File: src/rtl/cpu_pkg.sv
// Shared CPU types and constants.
// Fetch FSM encoding, widths and reset defaults.
package cpu_pkg;

  localparam int INSTR_W = 32;
  localparam int ADDR_W  = 32;

  localparam logic [INSTR_W-1:0] NOP_INSTR        = 32'h0000_0000;
  localparam logic [ADDR_W-1:0]  DEFAULT_RESET_PC = 32'h0000_0000;

  typedef enum logic [1:0] {
    IDLE  = 2'd0,
    FETCH = 2'd1,
    HOLD  = 2'd2,
    DRAIN = 2'd3
  } fetch_state_e;

endpackage

File: src/rtl/adder.sv
// Plain W-bit modular adder.
// Carry out is dropped so sums wrap at 2^W.
module adder #(
  parameter int W = 32
) (
  input  logic [W-1:0] a,
  input  logic [W-1:0] b,
  output logic [W-1:0] sum
);

  assign sum = a + b;

endmodule

File: src/rtl/fetch_stage.sv
// Instruction fetch: PC, imem req/ack, skid buffer, IF/ID register.
// Redirects flush younger work; an in-flight fetch is drained and dropped.
module fetch_stage
  import cpu_pkg::*;
#(
  parameter logic [ADDR_W-1:0] RESET_PC = DEFAULT_RESET_PC
) (
  input  logic               clk_i,
  input  logic               rst_i,
  output logic               imem_req_o,
  output logic [ADDR_W-1:0]  imem_addr_o,
  input  logic               imem_ack_i,
  input  logic [INSTR_W-1:0] imem_instr_i,
  input  logic               stall_i,
  input  logic               redirect_i,
  input  logic [ADDR_W-1:0]  redirect_pc_i,
  output logic               ifid_valid_o,
  output logic [ADDR_W-1:0]  ifid_pc_o,
  output logic [ADDR_W-1:0]  ifid_pc4_o,
  output logic [INSTR_W-1:0] ifid_instr_o
);

  fetch_state_e state_q, state_d;

  logic [ADDR_W-1:0]  pc_q, pc_d;
  logic [ADDR_W-1:0]  drain_q, drain_d;
  logic [ADDR_W-1:0]  pc4;
  logic [ADDR_W-1:0]  target;

  logic               ifid_valid_d;
  logic [ADDR_W-1:0]  ifid_pc_d;
  logic [ADDR_W-1:0]  ifid_pc4_d;
  logic [INSTR_W-1:0] ifid_instr_d;

  logic               skid_valid_q, skid_valid_d;
  logic [ADDR_W-1:0]  skid_pc_q, skid_pc_d;
  logic [ADDR_W-1:0]  skid_pc4_q, skid_pc4_d;
  logic [INSTR_W-1:0] skid_instr_q, skid_instr_d;

  logic consume;
  logic space;
  logic unused_redirect_lsb;

  adder #(.W(ADDR_W)) u_pc_inc (
    .a   (pc_q),
    .b   (ADDR_W'(4)),
    .sum (pc4)
  );

  assign target = {redirect_pc_i[ADDR_W-1:2], 2'b00};
  assign unused_redirect_lsb = ^redirect_pc_i[1:0];

  assign consume = ifid_valid_o && !stall_i;
  assign space   = !ifid_valid_o || !stall_i;

  assign imem_req_o  = (state_q == FETCH) || (state_q == DRAIN);
  assign imem_addr_o = (state_q == DRAIN) ? drain_q : pc_q;

  always_comb begin
    state_d      = state_q;
    pc_d         = pc_q;
    drain_d      = drain_q;
    ifid_valid_d = ifid_valid_o;
    ifid_pc_d    = ifid_pc_o;
    ifid_pc4_d   = ifid_pc4_o;
    ifid_instr_d = ifid_instr_o;
    skid_valid_d = skid_valid_q;
    skid_pc_d    = skid_pc_q;
    skid_pc4_d   = skid_pc4_q;
    skid_instr_d = skid_instr_q;

    if (redirect_i) begin
      ifid_valid_d = 1'b0;
      skid_valid_d = 1'b0;
    end

    unique case (state_q)
      IDLE: begin
        state_d = FETCH;
        if (redirect_i) pc_d = target;
      end
      FETCH: begin
        if (redirect_i) begin
          pc_d = target;
          if (!imem_ack_i) begin
            drain_d = pc_q;
            state_d = DRAIN;
          end
        end else if (imem_ack_i) begin
          pc_d = pc4;
          if (space) begin
            ifid_valid_d = 1'b1;
            ifid_pc_d    = pc_q;
            ifid_pc4_d   = pc4;
            ifid_instr_d = imem_instr_i;
          end else begin
            skid_valid_d = 1'b1;
            skid_pc_d    = pc_q;
            skid_pc4_d   = pc4;
            skid_instr_d = imem_instr_i;
            state_d      = HOLD;
          end
        end else if (consume) begin
          ifid_valid_d = 1'b0;
        end
      end
      HOLD: begin
        if (redirect_i) begin
          pc_d    = target;
          state_d = FETCH;
        end else if (!stall_i) begin
          ifid_valid_d = skid_valid_q;
          ifid_pc_d    = skid_pc_q;
          ifid_pc4_d   = skid_pc4_q;
          ifid_instr_d = skid_instr_q;
          skid_valid_d = 1'b0;
          state_d      = FETCH;
        end
      end
      DRAIN: begin
        // pc already holds the redirect target; only the old ack matters
        if (redirect_i) pc_d = target;
        if (imem_ack_i) state_d = FETCH;
      end
      default: state_d = IDLE;
    endcase
  end

  always_ff @(posedge clk_i or negedge rst_i) begin
    if (!rst_i) begin
      state_q      <= IDLE;
      pc_q         <= RESET_PC;
      drain_q      <= '0;
      ifid_valid_o <= 1'b0;
      ifid_pc_o    <= '0;
      ifid_pc4_o   <= '0;
      ifid_instr_o <= NOP_INSTR;
      skid_valid_q <= 1'b0;
      skid_pc_q    <= '0;
      skid_pc4_q   <= '0;
      skid_instr_q <= NOP_INSTR;
    end else begin
      state_q      <= state_d;
      pc_q         <= pc_d;
      drain_q      <= drain_d;
      ifid_valid_o <= ifid_valid_d;
      ifid_pc_o    <= ifid_pc_d;
      ifid_pc4_o   <= ifid_pc4_d;
      ifid_instr_o <= ifid_instr_d;
      skid_valid_q <= skid_valid_d;
      skid_pc_q    <= skid_pc_d;
      skid_pc4_q   <= skid_pc4_d;
      skid_instr_q <= skid_instr_d;
    end
  end

endmodule

File: config.mk
export PLATFORM = sky130hd
export DESIGN_NAME = fetch_stage
export DESIGN_NICKNAME = d
export VERILOG_FILES = /design/src/rtl/cpu_pkg.sv /design/src/rtl/adder.sv /design/src/rtl/fetch_stage.sv
export SDC_FILE = /design/constraint.sdc
export NUM_CORES = 1
export LEC_CHECK = 0
export CAP_MARGIN = 20
export CORE_MARGIN = 5
export CORE_UTILIZATION = 55
export CTS_CLUSTER_DIAMETER = 100
export DETAILED_ROUTE_END_ITERATION = 12
export PLACE_DENSITY = 0.8
export SKIP_LAST_GASP = 1
export SLEW_MARGIN = 10
export SYNTH_ARGS = -nofsm -noshare
export SYNTH_HDL_FRONTEND = slang
export SYNTH_SLANG_ARGS = --single-unit
export TNS_END_PERCENT = 5
File: constraint.sdc
create_clock -name clk_i -period 3.8 [get_ports clk_i]
set_clock_uncertainty 0.05 [all_clocks]
set_input_delay 0.38 -clock clk_i [delete_from_list [all_inputs] [get_ports clk_i]]
set_output_delay 0.38 -clock clk_i [all_outputs]
set_load 0.02 [all_outputs]
==> results by group, run 1 <==
Status
  • Status: completed

CTS
  • Clock latency on the worst-skew pair: 0.53 ns
  • Inserted Clock Buffers: 26
  • Clk buf depth: 3
  • Clock-pin slew on the worst setup and hold paths: 0.06 ns
  • CTS H-tree lvls: 1
  • Clock sinks: 248
  • CTS tree: yes
  • Post_cts resized: 0
  • CTS root buf: clkbuf_16

STA
  • Setup WS post-layout: 1.003 ns
  • RSZ-0062 raised after global routing: no
  • Hold Fails Final Rpt: 0
  • Final Cycle Share: 0.7360
  • Worst-margin pin slew: 0.9338 ns
  • Max-slew violation count: 0
  • WHS: 0.3660 ns
  • Max Clk Rate: 357.5 MHz
  • Slew headroom: 0.3771
  • Final setup fails: 0
  • Setup TNS: 0 ns
  • Tmin final: 2.797 ns

Floorplanning
  • Io pins: 199
  • Die height: 155.1 um
  • Initial Util: 0.5543
  • Core region area: 20,890 um^2
  • Die area: 24,050 um^2
  • Number of cell rows: 53
  • Die width: 155.1 um

Power
  • Switching pwr: 0.003920 W
  • Leak Pwr: 6.325 nW
  • Switching share of power: 0.3477
  • Combinational share of power: 0.373
  • Sequential Power Share: 0.386
  • Part of the power in the clock network: 0.241
  • Pwr Density: 777.6 nW/um^2
  • Internal power: 0.007352 W
  • Max IR drop VDD: 0.5236 mV

Cells and area
  • Commonest non-fill, non-tap cell in the layout: nand2_1
  • Final Core Density: 0.6940
  • Fin nets: 1,409
  • Ratio of cells with drive above 1 in the final layout: 0.1013
  • Most frequent cells in the layout: nand2_1, dfrtp_1, clkdlybuf4s50_1
  • Area grow syn2layout: 25.20%
  • ANT cells: 0

Detailed routing
  • Drt via density: 5.578
  • Routed wire length per instance: 18.14 um
  • DRT iter0 DRCs: 726
  • DRT Pass-1 Iters: 5
  • Number of remaining DRC errors: 0
  • Antenna viol nets, final: 0
  • Routed vias: 9,075
  • Overall routed net length: 29,510 um

Critical path
  • RR Startpoint: pc_q[7]
  • Crit path launch type: flip-flop
  • Crit. End Element: output port
  • Kind of critical path: flip-flop to output port
  • Crit path required time: 3.37 ns
  • Worst EP arrival: 2.37 ns
  • Critical Path Source: state_q[1]
  • Crit path max fanout: 19

Synthesis
  • Cells after synthesis: 1,200
  • Asr flop ratio synth: 1.000
  • Synthesis Warnings: 0
  • Synth cell types: 49
  • Post-synthesis sequential area ratio: 0.5360
  • Post-synth top area cell: dfrtp_1
  • Post-synth top area share: 0.5360
  • Top cells by area, synth: dfrtp_1, nand2_1, o21ai_0, mux2_2, mux2i_1
  • Mapped Area: 11,580 um^2
  • EDFF count, synth: 0
  • Average cell area after synthesis: 9.649 um^2
  • Prevailing post-synth register cell: dfrtp_1
  • FF+latch count, synth: 248

Placement
  • Pre-CTS setup slack: 1.136 ns
  • PortBufs: 190
  • GP Congestion: 0.8564
  • Post-DP HPWL: 19,030 um

Global routing
  • GRT Overall Usage: 0.2426
  • Pin count of the biggest net entering global routing: 119
  • First-pass GRT wire length: 47,810 um
  • GRT overflow: 0
  • Initial antenna violation count: 0
  • Vias in the first global route: 9,141

Min path
  • Hold WC Path Type: input pin to flip-flop
  • HP Start: imem_instr_i[7]

Run
  • MaxCap Viol Count: 0
==> state kept, by name (all words and copies together) (netlist names) <==
name / count
skid_instr_q: 32
skid_pc4_q: 30
skid_pc_q: 30
skid_valid_q: 1
ifid_pc_o: 30
ifid_valid_o: 1
state_q: 2
drain_q: 30
ifid_instr_o: 32
pc_q: 30
ifid_pc4_o: 30
==> synth_stat cells, types with 4 or more instances <==
cell      instances
dfrtp_1         248
ha_1              4
nand3_1          17
nor2_1           33
inv_1             6
xor2_1           23
mux2_2           59
a21oi_1          23
mux2i_1          64
o22ai_1           8
buf_1             6
o21ai_0         143
or2_2             4
and3_1            9
buf_2             9
nand2_1         341
nor4_1            4
o21ai_1           5
xnor2_1          31
nor3_1           14
nor3_2            4
clkbuf_1         73
buf_4            13
nand4_1          14
==> stage by stage <==
step / area [um^2] / power [W] / std cells
after CTS: 14500 / 0.01135 / 1627
after floorplan: 11600 / 0.006626 / 1205
after global routing: 14500 / 0.01190 / 1627
after detailed placement: 13580 / 0.008585 / 1582
after global placement: 13580 / 0.008428 / 1582
final: 14500 / 0.01127 / 1627
==> layer usage <==
| metal | routed length (um) | part of all wire | GRT usage | vias up |
|---|---|---|---|---|
| met5 | 0 | 0 | 0 | - |
| met4 | 624 | 0.021 | 0.06434 | 0 |
| met3 | 1839 | 0.062 | 0.03561 | 49 |
| met2 | 14030 | 0.48 | 0.3932 | 310 |
| met1 | 13010 | 0.44 | 0.3460 | 4449 |
| li1 | - | - | - | 4267 |
==> kinds of logic (layout without fill, tap and decap cells) <==
kind of cell / count (synthesis) / after routing / share of synthesized area
flip-flops: 248 / 248 / 0.5360
adder cells (fa/ha/maj): 4 / 4 / 0.004323
XOR/XNOR: 54 / 54 / 0.04085
multiplexers: 123 / 123 / 0.1127
AND/OR/NAND/NOR: 462 / 462 / 0.1724
other: 1 / 6 / 0.0003239
buffers and inverters: 109 / 256 / 0.04182
AO/OA/AOI/OAI: 199 / 199 / 0.09164
==> critical path: stages (launching register included) <==
cell,delay (ns)
dfrtp_1,0.44
ha_1,0.20
buf_4,0.28
mux2_2,0.38
clkdlybuf4s50_1,0.54
==> path summary, 6_finish.rpt <==
check	to	slack [ns]	cells after the start
worst min-delay path	skid_instr_q[7]	0.37	3
worst max register to register	skid_pc4_q[22]	1.05	5
max in group asynchronous	ifid_pc4_o[9]	2.25	3
worst max-delay path	imem_addr_o[6]	1.00	4
worst min register to register	ifid_pc4_o[8]	0.42	1
min in group asynchronous	ifid_pc_o[17]	0.48	2
==> power by group through the flow <==
stage          logic [W]  registers (W)  clock network [W]
2_1_floorplan    0.00190        0.00472                  0
3_3_place_gp     0.00412        0.00431                  0
3_5_place_dp     0.00420        0.00438                  0
4_1_cts          0.00425        0.00435            0.00275
5_1_grt          0.00456        0.00448            0.00286
6_report         0.00421        0.00435            0.00272
==> timing repair <==
action,4_1_cts,5_1_grt
hold buffers,1,0
setup buffers,0,0
hold endpoints to repair,116,0
==> cell type report <==
type	count	area, um^2
clock buffers	31	720.7
clock inverters	13	190.2
fillers	1583	6392
inverters	6	22.52
multi-input cells	848	4938
flip-flops and latches	248	6206
well taps	275	344.1
repair buffers	206	2074
Power figures use the tool's default switching activity.
==> inputs of run 2 (changes only) <==
- CORE_UTILIZATION: 55 -> 53
- PLACE_DENSITY: 0.8 -> 0.78
- clock period: 3.8 -> 2.65 ns (I/O delays scaled with it)
==> results by group, run 2 (synthesized netlist as in run 1, its figures left out) <==
STA
  • Final setup fails: 24
  • RSZ-0062 raised after global routing: yes
  • Max-slew violation count: 0
  • WHS: 0.2063 ns
  • Setup WS post-layout: -0.03572 ns
  • Max Clk Rate: 372.3 MHz
  • Tmin final: 2.686 ns
  • Final Cycle Share: 1.013
  • Slew headroom: 0.6059
  • Setup TNS: -0.3676 ns
  • Worst-margin pin slew: 0.5911 ns
  • Hold Fails Final Rpt: 0

Cells and area
  • Design area: 14,840 um^2
  • Ratio of cells with drive above 1 in the final layout: 0.1218
  • Fin nets: 1,440
  • Regs by FF count: ifid_instr_o (32), skid_instr_q (32)
  • Most frequent cells in the layout: nand2_1, dfrtp_1, clkdlybuf4s50_1
  • Commonest non-fill, non-tap cell in the layout: nand2_1
  • Filler instances: 1,671
  • Area grow syn2layout: 28.14%
  • ANT cells: 0

Floorplanning
  • Core region area: 21,690 um^2
  • Number of cell rows: 54
  • Io pins: 199
  • Die area: 24,900 um^2
  • Die height: 157.8 um
  • Initial Util: 0.5339
  • Die width: 157.8 um

Critical path
  • Critical Path, Cell by Cell: ha_1, buf_12, mux2_2, clkdlybuf4s50_1
  • Crit path launch type: flip-flop
  • CP peak stage delay: 0.54 ns
  • Reg2reg end: ifid_pc4_o[15]
  • Reg2reg setup slack: 0.13 ns
  • Crit path max fanout: 34
  • Critical Path Source: state_q[1]
  • Cell family with most CP delay: buffers and inverters
  • Crit. End Element: output port
  • Critical path depth: 4
  • R2r worst-path depth: 6
  • Worst EP arrival: 2.37 ns
  • Critical Path End: imem_addr_o[25]
  • Worst Path Buf+Inv: 2
  • Critical-path top delay cell: clkdlybuf4s50_1
  • Kind of critical path: flip-flop to output port
  • RR Startpoint: state_q[1]
  • Crit path required time: 2.34 ns

Detailed routing
  • Antenna viol nets, final: 0
  • Routed wire length per instance: 17.83 um
  • Overall routed net length: 29,730 um
  • Number of remaining DRC errors: 0
  • DRT iter0 DRCs: 692
  • Routed vias: 9,158
  • Drt via density: 5.494
  • DRT Pass-1 Iters: 5

CTS
  • Clock latency on the worst-skew pair: 0.53 ns
  • Post-CTS setup repair buffer count: 0
  • CTS root buf: clkbuf_16
  • Clock sinks: 248
  • Inserted Clock Buffers: 26
  • Clock-pin slew on the worst setup and hold paths: 0.06 ns
  • CTS H-tree lvls: 1
  • Clk buf depth: 3
  • CTS tree: yes

Power
  • Leak Pwr: 6.515 nW
  • Power, Total: 0.01637 W
  • Pwr Density: 1104 nW/um^2
  • Max IR drop VDD: 0.6649 mV

Global routing
  • First-pass GRT wire length: 48,290 um
  • Vias in the first global route: 9,100
  • GRT Overall Usage: 0.2389
  • Initial antenna violation count: 0
  • Pin count of the biggest net entering global routing: 131
  • GRT overflow: 0

Placement
  • GP Congestion: 0.8804
  • Post-DP Area: 13,850 um^2
  • PortBufs: 190
  • Post-DP HPWL: 19,760 um

Run
  • MaxCap Viol Count: 0

Min path
  • Hold WC Path Type: input pin to flip-flop

Status
  • Failing checks: negative setup slack
  • Status: finished, violations left
-- run 2: what timing repair did --
action,in CTS,in global routing
endpoints found under the hold margin,70,0
pin swaps,0,0
hold buffers,1,0
gates resized for setup,1,0
endpoints found under the setup margin,28,37
-- run 2: report_power, final --
part	switching (W)	leakage, nW	internal (W)	total (W)
Clock	0.00147	0.481	0.00255	0.00403
Sequential	0.000872	3.17	0.00529	0.00616
Combinational	0.00327	2.87	0.00292	0.00618
-- run 2: worst min path at each step --
stage | start | end | slack [ns] | cells past startpoint
2_1_floorplan | rst_i | drain_q[10] | -0.08 | 0
5_1_grt | redirect_i | ifid_valid_o | 0.22 | 3
3_5_place_dp | rst_i | ifid_pc_o[17] | 0.23 | 1
3_3_place_gp | rst_i | skid_pc_q[17] | 0.23 | 1
6_report | redirect_i | ifid_valid_o | 0.21 | 3
4_1_cts | redirect_i | ifid_valid_o | 0.19 | 3
-- run 2: stage by stage --
step	cells	setup slack (ns)	util
2_1_floorplan	1205	0.5629	-
3_3_place_gp	1618	0.3015	0.6387
3_5_place_dp	1618	0.2332	0.6387
4_1_cts	1667	-0.04451	0.6841
5_1_grt	1667	-0.1248	0.6841
6_report	1667	-0.03572	0.6841
-- run 2: layout make-up --
| type | instances | area (um^2) | area share |
|---|---|---|---|
| Timing Repair Buffer | 237 | 2344 | 0.1580 |
| Clock buffer | 42 | 842.1 | 0.05676 |
| Sequential cell | 248 | 6206 | 0.4183 |
| Multi-Input combinational cell | 848 | 4938 | 0.3329 |
| Inverter | 6 | 22.52 | 0.001518 |
| Clock inverter | 6 | 133.9 | 0.009023 |
| Tap cell | 280 | 350.3 | 0.02361 |
-- run 2: worst min-delay path: stages --
cell,delay (ns)
buf_2,0.12
buf_4,0.22
nor2_1,0.12
-- run 2: metal layers --
layer	global-route usage	vias to the layer above	routed length (um)
li1	-	4343	-
met3	0.04101	54	2196
met2	0.3879	344	14010
met5	0	-	0
met4	0.05899	0	711
met1	0.3373	4417	12810
==> inputs of run 3 (changes only) <==
- CORE_ASPECT_RATIO: not set -> 1.25
- GPL_ROUTABILITY_DRIVEN: not set -> 0
- REMOVE_ABC_BUFFERS: not set -> 1
==> results by group, run 3 (synthesized netlist as in run 1, its figures left out) <==
Cells and area
  • ANT cells: 0
  • Area grow syn2layout: 28.28%
  • Area of the multi-input gates: 4951 um^2
  • Design area: 14,850 um^2
  • Ratio of cells with drive above 1 in the final layout: 0.1270
  • Reg area: 6208 um^2
  • Filler instances: 1,641
  • Commonest non-fill, non-tap cell in the layout: nand2_1
  • Fin nets: 1,450
  • Most frequent cells in the layout: nand2_1, dfrtp_1, clkdlybuf4s50_1
  • Regs by FF count: ifid_instr_o (32), skid_instr_q (32)

CTS
  • CTS H-tree lvls: 1
  • CTS tree: yes
  • Clock latency on the worst-skew pair: 0.51 ns
  • CTS root buf: clkbuf_16
  • Post-CTS setup repair buffer count: 0
  • Clk buf depth: 3
  • Clock-pin slew on the worst setup and hold paths: 0.06 ns
  • Clock sinks: 248
  • Inserted Clock Buffers: 26

Critical path
  • Worst Path Buf+Inv: 2
  • Crit path launch type: flip-flop
  • Critical Path, Cell by Cell: inv_1, ha_1, or2_2, clkdlybuf4s50_1
  • Kind of critical path: flip-flop to output port
  • Cell family with most CP delay: buffers and inverters
  • Crit path max fanout: 12
  • Worst EP arrival: 2.30 ns
  • Critical path depth: 4
  • Crit. End Element: output port
  • R2r worst-path depth: 7
  • CP peak stage delay: 0.61 ns
  • Critical-path top delay cell: clkdlybuf4s50_1
  • Crit path required time: 2.34 ns

Floorplanning
  • Initial Util: 0.5374
  • Io pins: 199
  • Die width: 142.2 um
  • Die area: 24,920 um^2
  • Core region area: 21,550 um^2
  • Die height: 175.3 um
  • Number of cell rows: 60

Placement
  • Post-DP Area: 13,970 um^2
  • Post-DP HPWL: 20,430 um
  • PortBufs: 190

STA
  • Max-slew violation count: 0
  • Max Clk Rate: 382.0 MHz
  • Hold Fails Final Rpt: 0
  • RSZ-0062 raised after global routing: yes
  • WHS: 0.1228 ns
  • Worst-margin pin slew: 0.8983 ns
  • Tmin final: 2.618 ns
  • Slew headroom: 0.4011
  • Final Cycle Share: 0.9880
  • Final setup fails: 0

Power
  • Part of the power in the clock network: 0.226
  • Max IR drop VDD: 0.7384 mV
  • Switching share of power: 0.3465
  • Leak Pwr: 6.536 nW
  • Internal power: 0.01049 W
  • Sequential Power Share: 0.381
  • Switching pwr: 0.005564 W
  • Combinational share of power: 0.393
  • Pwr Density: 1081 nW/um^2

Detailed routing
  • DRT iter0 DRCs: 465
  • Antenna viol nets, final: 0
  • Routed vias: 9,199
  • Number of remaining DRC errors: 0
  • DRT Pass-1 Iters: 5
  • Overall routed net length: 30,000 um
  • Drt via density: 5.499
  • Routed wire length per instance: 17.93 um

Global routing
  • GRT Overall Usage: 0.2392
  • Initial antenna violation count: 0
  • Vias in the first global route: 9,488
  • First-pass GRT wire length: 48,910 um
  • Pin count of the biggest net entering global routing: 91
  • GRT overflow: 0

Status
  • Status: completed

Min path
  • WHS Path Cells: 3
  • Hold WC Path Type: input pin to flip-flop

Run
  • MaxCap Viol Count: 0
==> run 3: cell types whose count changed in the layout (fill, tap and decap cells not counted), moves of 2 or more <==
cell | before | now
buf_12 | 7 | 10
buf_4 | 39 | 46
bufinv_16 | 4 | 2
clkbuf_1 | 4 | 6
clkbuf_8 | 11 | 6
clkinv_2 | 1 | 3
dfrtp_1 | 248 | 246
dfrtp_2 | 0 | 2
==> run 3: per-layer routing <==
metal  global-route usage  wire [um]
met1               0.3090      12160
met2               0.4134      14990
met3              0.03785       2023
met4              0.07360        824
met5                    0          0
==> run 3: worst paths after layout <==
kind,start,end,slack [ns]
setup / recovery,state_q[1],imem_req_o,0.03
hold / removal,redirect_i,pc_q[23],0.12
hold reg to reg,skid_pc_q[16],skid_pc_q[16],0.42
setup reg to reg,state_q[1],ifid_instr_o[14],0.19
max in group asynchronous,rst_i,skid_pc4_q[25],1.46
min in group asynchronous,rst_i,skid_instr_q[13],0.29
==> run 3: worst reg2reg max path: stages (launching register included) <==
cell and delay [ns]:
dfrtp_2 0.46, inv_1 0.07, ha_1 0.44, nand3b_1 0.30, o32a_2 0.31, buf_4 0.34
nand2_1 0.20, o21ai_0 0.12
==> run 3: cell type report <==
| type | instances | share of cell area |
|---|---|---|
| Clock buffer | 39 | 0.05257 |
| Clock inverter | 6 | 0.005560 |
| Inverter | 6 | 0.001516 |
| Multi-Input combinational cell | 848 | 0.3333 |
| Sequential cell | 248 | 0.4180 |
| Tap cell | 279 | 0.02350 |
| Timing Repair Buffer | 247 | 0.1655 |
==> run 3: timing repair <==
item                                    4_1_cts  5_1_grt
hold endpoints to repair                     85        0
hold buffers                                  1        0
pin swaps                                     0        0
resized for setup                             2        3
cloned                                        0        0
endpoints found under the setup margin       26       26
==> run 3: metrics by stage <==
step,util,instances,worst slack (ns),total power (W),TNS [ns]
after detailed placement,0.6482,1627,0.2731,0.01249,0
final,0.6894,1673,0.03190,0.01606,0
after floorplan,-,1102,-3.903,0.009431,-391.99
after CTS,0.6891,1673,-0.05786,0.01620,-0.7742
after global placement,0.6482,1627,0.3800,0.01225,0
after global routing,0.6894,1673,-0.02149,0.01701,-0.1219
==> run 3: power by group through the flow <==
stage / Sequential, W / Clock [W] / Combinational [W]
2_1_floorplan: 0.00685 / 0 / 0.00258
6_report: 0.00612 / 0.00363 / 0.00631
3_5_place_dp: 0.00616 / 0 / 0.00633
5_1_grt: 0.00631 / 0.00388 / 0.00682
3_3_place_gp: 0.00606 / 0 / 0.00619
4_1_cts: 0.00611 / 0.00370 / 0.00638
